**src/rtl/jt51_chmix.sv**
```systemverilog
// Channel mixer: accumulates carrier outputs per channel over a 32-slot frame and emits an L/R pair.
// Define JT51_CHMIX_SAT_EN to saturate the 19-bit sums to OUTW bits instead of wrapping.
module jt51_chmix #(
    parameter int unsigned OUTW = 16
) (
    input  logic                   rst,
    input  logic                   clk,
    input  logic                   cen,
    input  logic                   zero,
    input  logic signed [13:0]     op_in,
    input  logic [2:0]             con_I,
    input  logic [1:0]             rl_I,
    output logic signed [OUTW-1:0] left,
    output logic signed [OUTW-1:0] right,
    output logic                   sample
);

    logic [4:0]         r_cnt;
    logic signed [15:0] r_acc     [8];
    logic signed [15:0] r_hold    [8];
    logic [1:0]         r_rl      [8];
    logic [1:0]         r_hold_rl [8];
    logic signed [18:0] r_sum_l;
    logic signed [18:0] r_sum_r;
    logic               r_valid;

    logic [4:0]         w_slot;
    logic [1:0]         w_op;
    logic [2:0]         w_ch;
    logic               w_carrier;
    logic signed [15:0] w_op_ext;
    logic signed [15:0] w_acc_new;
    logic [1:0]         w_rl_new;
    logic signed [18:0] w_hold_ext;
    logic [1:0]         w_hold_rl;
    logic signed [18:0] w_sum_l_nx;
    logic signed [18:0] w_sum_r_nx;
    logic signed [OUTW-1:0] w_left_red;
    logic signed [OUTW-1:0] w_right_red;

    assign w_slot   = zero ? 5'd0 : r_cnt;
    assign w_op     = w_slot[4:3];
    assign w_ch     = w_slot[2:0];
    assign w_op_ext = {{2{op_in[13]}}, op_in};

    // Operator order per slot group is M1, M2, C1, C2
    always_comb begin
        w_carrier = 1'b0;
        case (con_I)
            3'd4:        w_carrier = w_op[0];
            3'd5, 3'd6:  w_carrier = (w_op != 2'd0);
            3'd7:        w_carrier = 1'b1;
            default:     w_carrier = (w_op == 2'd3);
        endcase
    end

    always_comb begin
        w_acc_new = r_acc[w_ch];
        if (w_op == 2'd0) begin
            w_acc_new = w_carrier ? w_op_ext : 16'sd0;
        end else if (w_carrier) begin
            w_acc_new = r_acc[w_ch] + w_op_ext;
        end
        w_rl_new = (w_op == 2'd3) ? rl_I : r_rl[w_ch];
    end

    always_comb begin
        w_hold_ext = {{3{r_hold[w_ch][15]}}, r_hold[w_ch]};
        w_hold_rl  = r_hold_rl[w_ch];
        w_sum_l_nx = ((w_slot == 5'd0) ? 19'sd0 : r_sum_l) + (w_hold_rl[0] ? w_hold_ext : 19'sd0);
        w_sum_r_nx = ((w_slot == 5'd0) ? 19'sd0 : r_sum_r) + (w_hold_rl[1] ? w_hold_ext : 19'sd0);
    end

`ifdef JT51_CHMIX_SAT_EN
    localparam logic signed [18:0] SatMax = 19'((1 << (OUTW - 1)) - 1);
    localparam logic signed [18:0] SatMin = 19'(-(1 << (OUTW - 1)));

    always_comb begin
        w_left_red = r_sum_l[OUTW-1:0];
        if (r_sum_l > SatMax) begin
            w_left_red = SatMax[OUTW-1:0];
        end else if (r_sum_l < SatMin) begin
            w_left_red = SatMin[OUTW-1:0];
        end
        w_right_red = r_sum_r[OUTW-1:0];
        if (r_sum_r > SatMax) begin
            w_right_red = SatMax[OUTW-1:0];
        end else if (r_sum_r < SatMin) begin
            w_right_red = SatMin[OUTW-1:0];
        end
    end
`else
    always_comb begin
        w_left_red  = r_sum_l[OUTW-1:0];
        w_right_red = r_sum_r[OUTW-1:0];
    end
`endif

    always_ff @(posedge clk or posedge rst) begin
        if (rst) begin
            r_cnt   <= 5'd0;
            r_sum_l <= 19'sd0;
            r_sum_r <= 19'sd0;
            r_valid <= 1'b0;
            left    <= '0;
            right   <= '0;
            sample  <= 1'b0;
            for (int k = 0; k < 8; k++) begin
                r_acc[k]     <= 16'sd0;
                r_hold[k]    <= 16'sd0;
                r_rl[k]      <= 2'd0;
                r_hold_rl[k] <= 2'd0;
            end
        end else if (cen) begin
            r_cnt       <= zero ? 5'd1 : r_cnt + 5'd1;
            r_acc[w_ch] <= w_acc_new;
            r_rl[w_ch]  <= w_rl_new;
            // Slot 31 is C2 of channel 7, so its fresh value must go straight into the hold bank
            if (w_slot == 5'd31) begin
                for (int k = 0; k < 8; k++) begin
                    r_hold[k]    <= (3'(k) == w_ch) ? w_acc_new : r_acc[k];
                    r_hold_rl[k] <= (3'(k) == w_ch) ? w_rl_new : r_rl[k];
                end
                r_valid <= 1'b1;
            end
            if (w_slot[4:3] == 2'd0) begin
                r_sum_l <= w_sum_l_nx;
                r_sum_r <= w_sum_r_nx;
            end
            sample <= 1'b0;
            if ((w_slot == 5'd8) && r_valid) begin
                left   <= w_left_red;
                right  <= w_right_red;
                sample <= 1'b1;
            end
        end
    end

endmodule

```
**config.mk**
```make
export PLATFORM = sky130hd
export DESIGN_NAME = jt51_chmix
export DESIGN_NICKNAME = d
export VERILOG_FILES = /design/src/rtl/jt51_chmix.sv
export SDC_FILE = /design/constraint.sdc
export NUM_CORES = 1
export LEC_CHECK = 0
export ABC_AREA = 1
export ABC_CLOCK_PERIOD_IN_PS = 10720
export CAP_MARGIN = 20
export CORE_ASPECT_RATIO = 0.7
export CORE_MARGIN = 1
export CORE_UTILIZATION = 45
export DETAILED_ROUTE_END_ITERATION = 10
export GPL_TIMING_DRIVEN = 1
export MAX_ROUTING_LAYER = met4
export SETUP_SLACK_MARGIN = 0.05
export SLEW_MARGIN = 20
export SYNTH_ARGS = -nofsm -noshare
export SYNTH_HDL_FRONTEND = slang
export SYNTH_SLANG_ARGS = --single-unit
```
**constraint.sdc**
```tcl
create_clock -name clk -period 10.72 [get_ports clk]
set_clock_uncertainty 0.1 [all_clocks]
set_input_delay 1.608 -clock clk [delete_from_list [all_inputs] [get_ports clk]]
set_output_delay 1.608 -clock clk [all_outputs]
set_load 0.03 [all_outputs]
```
* After elaboration in Yosys (flattened, before gate mapping) *
Cells that the tools add are included.

word-level totals
  bits in registers = 365
  bits in latches = 0
  bits in writable memories = 0
  ROM bits = 0
  bits of input ports = 23
  output and inout port bits = 33
  word-level logic and storage cells = 116
  memories = 0

cells by class
  $add $sub $neg = 4
  $mul = 0
  div/mod/pow operators = 0
  magnitude comparators = 2
  equal/unequal tests = 14
  shift-type cells = 0
  muxes and demuxes = 46
  bitwise logic cells = 1
  reductions and logical operators = 10

operator list
  kind                                                         count
  2-to-1 mux 16 bit                                            16
  bitwise mux 128 bit                                          1
  binary-select mux 16 bit (select 3 bit)                      2
  2-to-1 mux 19 bit                                            4
  demux 16 bit (select 3 bit)                                  1
  adder 19 bit                                                 2
  2-to-1 mux 2 bit                                             14
  adder 16 x 14 -> 16 bit                                      1
  bitwise mux 16 bit                                           1
  binary-select mux 2 bit (select 3 bit)                       2
  == test 3 bit (first input constant)                         4
  == test 3 bit (second input constant)                        4
  2-to-1 mux 5 bit                                             2
  demux 2 bit (select 3 bit)                                   1
  == test 2 x 3 -> 1 bit (first input constant)                2
  AND reduction 2 bit                                          3
  adder 5 x 1 -> 5 bit (second input constant)                 1
  == test 5 x 4 -> 1 bit (second input constant)               1
  == test 5 bit (second input constant)                        1
  logical NOT 5 bit                                            1
  >= comparator 4 bit (second input constant)                  1
  less-than comparator 4 x 1 -> 1 bit (second input constant)  1
  NOT 3 -> 4 bit                                               1
  == test 1 x 3 -> 1 bit (first input constant)                1
  other kinds (8)                                              9

* Depth between registers and ports, before layout *
  depth after elaboration = 9
  mapped depth = 24
  mapped depth without buffers = 22

* Worst setup path after synthesis *
OpenSTA, ideal clock, no wires.

  path type = input-to-reg
  start point = in zero
  end point = reg r_sum_r[12]
  library setup time = 0.131 ns
  arrival = 4.223 ns
  data required time = 10.489 ns
  slack = 6.266 ns
  cell stages on the path = 17
  buffers on the path = 3
  cell sequence = inv_4 nand2_2 buf_6 nor2_4 buf_2 buf_1 a21oi_1 a32oi_1 nor2_1 ha_1 fa_1 nand3_1 nand3_1 a21o_1 or2_2 nand3_1 o21ai_0

between the ends
  longest elaborated chain between the ends = 7
  elaborated cells on any way between the ends = 14
  classes of those cells = add/sub: 1; mux: 9; bitwise: 1; reduce/logical: 3

RTL lines
  element                                                                                            line    source
  from (decl)                                                                                        9       input logic zero,
  2-to-1 mux 5 bit (*)                                                                               41      assign w_slot = zero ? 5'd0 : r_cnt;
  NOT 3 -> 4 bit (implied by the code)                                                               68, 69
  binary-select mux 16 bit (select 3 bit) or binary-select mux 2 bit (select 3 bit) (tied branches)  68, 69
  2-to-1 mux 16 bit (implied by the code) or 2-to-1 mux 2 bit (tied branches) (2 in a row)           68, 69
  2-to-1 mux 19 bit                                                                                  71      w_sum_r_nx = ((w_slot == 5'd0) ? 19'sd0 : r_sum_r) + (w_hold_rl[1] ? w_hold_ext : 19'sd0);
  adder 19 bit                                                                                       71
  to (signal assigned)                                                                               128     r_sum_r <= w_sum_r_nx;
  to (decl)                                                                                          24      logic signed [18:0] r_sum_r;

Every way passes the cells marked *; elsewhere a longest branch is shown, timed or not. The select of a mux whose other input is x is not followed.
A chain may end at the register's enable or synchronous reset.

* Worst setup path after layout *
  start point = in zero
  end point = reg r_acc[126] in the netlist's numbering

between the ends
  longest elaborated chain between the ends = 9
  elaborated cells on any way between the ends = 19
  classes of those cells = add/sub: 1; order compare: 2; eq/ne: 1; mux: 11; bitwise: 1; reduce/logical: 3

RTL lines
  element                                               line         source
  2-to-1 mux 5 bit (*)                                  41
  NOT 3 -> 4 bit (implied by the code)                  58, 62, 116
  binary-select mux 16 bit (select 3 bit)               58, 62
  2-to-1 mux 16 bit (implied by the code) (2 in a row)  58, 62
  adder 16 x 14 -> 16 bit                               62           w_acc_new = r_acc[w_ch] + w_op_ext;
  2-to-1 mux 16 bit                                     61           end else if (w_carrier) begin
  2-to-1 mux 16 bit                                     59           if (w_op == 2'd0) begin
  bitwise mux 128 bit (*)                               116          r_acc[w_ch] <= w_acc_new;
  to (signal, indexed assignment)                       116
  to (decl)                                             19           logic signed [15:0] r_acc [8];

Marked as above.

==> flow_metrics.py <==
metrics = {
    "global_route": {
        "grt_usage_pct": 29.6,
        "grt_pass1_vias": 16300,
        "grt.overflow.total": 0,
        "grt_max_degree": 228,
        "busiest_layer": "met1",
        "antenna_found_initial": 0,
        "grt_first_pass_wirelength_um": 95400,
        "grt_use_met3_pct": 3.91,
        "grt.met1_usage_pct": 44.3,
        "met2_usage_pct": 41.4,
    },
    "logic_synthesis": {
        "yosysUniqueCellTypes": 50,
        "synth_area_per_cell_um2": 7.67,
        "ys_seq_area_share_pct": 47.1,
        "syn_nets": 2561,
        "yosysWarnings": 0,
        "synth_cells": 2487,
        "ys_ff_latch": 359,
        "syn-cell-area_um2": 19100,
    },
    "min_path": {
        "min_path_type": "reg2reg",
        "hold_depth": 2,
    },
    "critical_path": {
        "rr_worst_depth": 16,
        "cp.required_ns": 11.01,
        "crit_path_max_fanout": 49,
        "start_kind": "primary input",
        "end_kind": "register",
        "arrival_ns": 6.32,
        "crit_type": "in2reg",
    },
    "routing": {
        "dr.pass1.iters": 5,
        "vias": 17000,
        "wl_per_cell_um": 19.9,
        "vias_per_cell": 5.57,
        "initialDrtViolationCount": 1676,
        "drc_errors": 0,
        "drt-total-wl_um": 60800,
        "ant_nets": 0,
    },
    "clock_tree": {
        "holdBufCountCts": 0,
        "h-tree-depth": 2,
        "ctsResizeCount": 0,
        "clock_sinks": 359,
        "cts_tree": "built",
        "numCtsBuffers": 37,
        "path_clk_slew_ns": 0.06,
        "root_buffer": "clkbuf_16",
        "clock_latency_ns": 0.54,
        "cts_setup_buffers": 0,
        "clk_path_buf_depth": 3,
    },
    "floorplan": {
        "start_util_pct": 46.0,
        "io_pins": 56,
        "fp.dieW_um": 248,
        "die_height_um": 174,
        "core_area_um2": 41400,
        "rows": 62,
        "die_area_um2": 43200,
    },
    "timing": {
        "period_share_pct": 56.2,
        "slew_headroom_pct": 23.7,
        "finalSetupViolCount": 0,
        "hold-worst-slack_ns": 0.365,
        "finalSetupTns_ns": 0,
        "rsz0062_at_grt": "false",
        "fmax_ghz": 0.166,
        "period_minus_slack_ns": 6.03,
        "slew_violations": 0,
        "finalHoldViolations": 0,
        "worst_pin_slew_ns": 1.14,
    },
    "finish": {
        "fin_cells": 3057,
        "fillers": 4050,
        "final_cell_area_um2": 21300,
        "syn_to_final_growth_pct": 11.5,
        "diodes": 0,
        "final_common_cell": "nand2_1",
        "final_layout_size_suffix_gt1_share_pct": 5.97,
        "nets": 2561,
        "final_cell_mix": "731 x nand2_1, 359 x dfrtp_1, 325 x o21ai_0",
    },
    "place": {
        "gp_congestion": 0.914,
        "place_area_um2": 20000,
        "place.port_buffers": 55,
        "place_inst": 2990,
        "post-dp-hpwl_um": 39000,
    },
    "power": {
        "p_per_area_nw_per_um2": 213,
        "power_uw": 4520,
        "p_leak_uw": 0.0107,
        "max-vdd-ir-drop_mv": 0.107,
    },
    "flow_run": {
        "drv_cap": 0,
    },
    "status": {
        "status": "completed",
    },
}
area by class of cell:
type                    count  area (µm²)  share of cell area (%)
clock buffers              55        1090                    5.11
inverters                 286        1080                    5.08
well taps                 544         681                    3.20
repair buffers             84         823                    3.87
flip-flops and latches    359        8980                    42.2
clock inverters            10         104                   0.488
multi-input cells        1719        8510                    40.0
sequential cells by signal, indices dropped and copies added, names as in the netlist:
name and count:
left 16, r_acc 128, r_cnt 5, r_hold 128, r_hold_rl 16, r_rl 16, r_sum_l 16, r_sum_r 16
r_valid 1, right 16, sample 1
worst max-delay path: stages:
cell and delay (ns):
clkdlybuf4s50_1 0.58, inv_4 0.20, nand2_2 0.19, nand2_2 0.10, buf_4 0.59, inv_2 0.47
nand2_1 0.15, o2111ai_1 0.13, o21ai_1 0.17, ha_1 0.22, inv_1 0.06, fa_1 0.44
inv_1 0.11, nand3_1 0.07, nand2_1 0.14, a21oi_1 0.12, or2_2 0.30, nand3_1 0.09
nand3_1 0.09, nand2_1 0.11, nand2_1 0.18, nand2_1 0.11, o21ai_0 0.08
metal layers:
layer  vias to the layer above  routed length [µm]
met3                        98                4560
met1                      8214               29400
met2                       634               25200
met5                         -                   0
li1                       8073                   -
met4                         0                1600
final timing paths:
check	startpoint	end	slack (ns)
setup / recovery	zero	r_acc[126]$_DFFE_PP0P_	4.69
hold reg to reg	r_valid$_DFFE_PP0P_	r_valid$_DFFE_PP0P_	0.36
max in group asynchronous	rst	r_hold[121]$_DFFE_PP0P_	7.08
hold / removal	r_valid$_DFFE_PP0P_	r_valid$_DFFE_PP0P_	0.36
min in group asynchronous	rst	r_hold[15]$_DFFE_PP0P_	1.46
setup reg to reg	r_cnt[2]$_DFFE_PP0P_	r_sum_l[15]$_DFFE_PP0P_	5.71
synthesized netlist by cell type (all sizes together):
master,n,share of area (%)
nand2,746,15
o211a,1,0.052
nor4,1,0.033
or2,16,0.52
o22ai,34,1.1
inv,285,5.6
o31a,1,0.046
o31ai,3,0.12
clkinv,1,0.020
buf,55,1.5
nand4,9,0.30
o21a,1,0.039
xor2,15,0.69
nand3b,7,0.28
o21ai,377,9.9
ha,48,3.1
o2111ai,17,0.78
nand3,100,2.6
a41oi,7,0.32
a21boi,2,0.079
a31oi,23,0.75
nor2,149,3.4
o211ai,7,0.30
nor3,29,0.76
a22oi,12,0.47
a21oi,79,2.1
o21bai,11,0.49
fa,3,0.31
a21o,8,0.31
a221oi,2,0.092
xnor2,6,0.28
o22a,3,0.14
a32oi,2,0.092
dfrtp,359,47
clkbuf,68,1.3
per-stage QoR:
stage	utilization (%)	worst slack, ns
global placement	48.3	4.28
CTS	51.2	4.76
finish	51.3	4.69
global route	51.3	4.28
detailed placement	48.3	4.20
floorplan	-	4.20
where the power goes:
| part | switching, µW | internal [µW] |
|---|---|---|
| logic | 944 | 483 |
| clock network | 551 | 750 |
| registers | 156 | 1640 |
kinds of logic (layout without fill, tap and decap cells):
group	Yosys count	in the layout	share of synthesized area, %
AOI/OAI and AO/OA	590	590	17.2
DFF	359	359	47.1
and+or+nand+nor	1057	1057	22.8
xor gates and xnor gates	21	21	0.965
adders and majority gates	51	51	3.46
buffers and inverters	409	435	8.47
No activity file was read; power rests on OpenSTA's default activity.
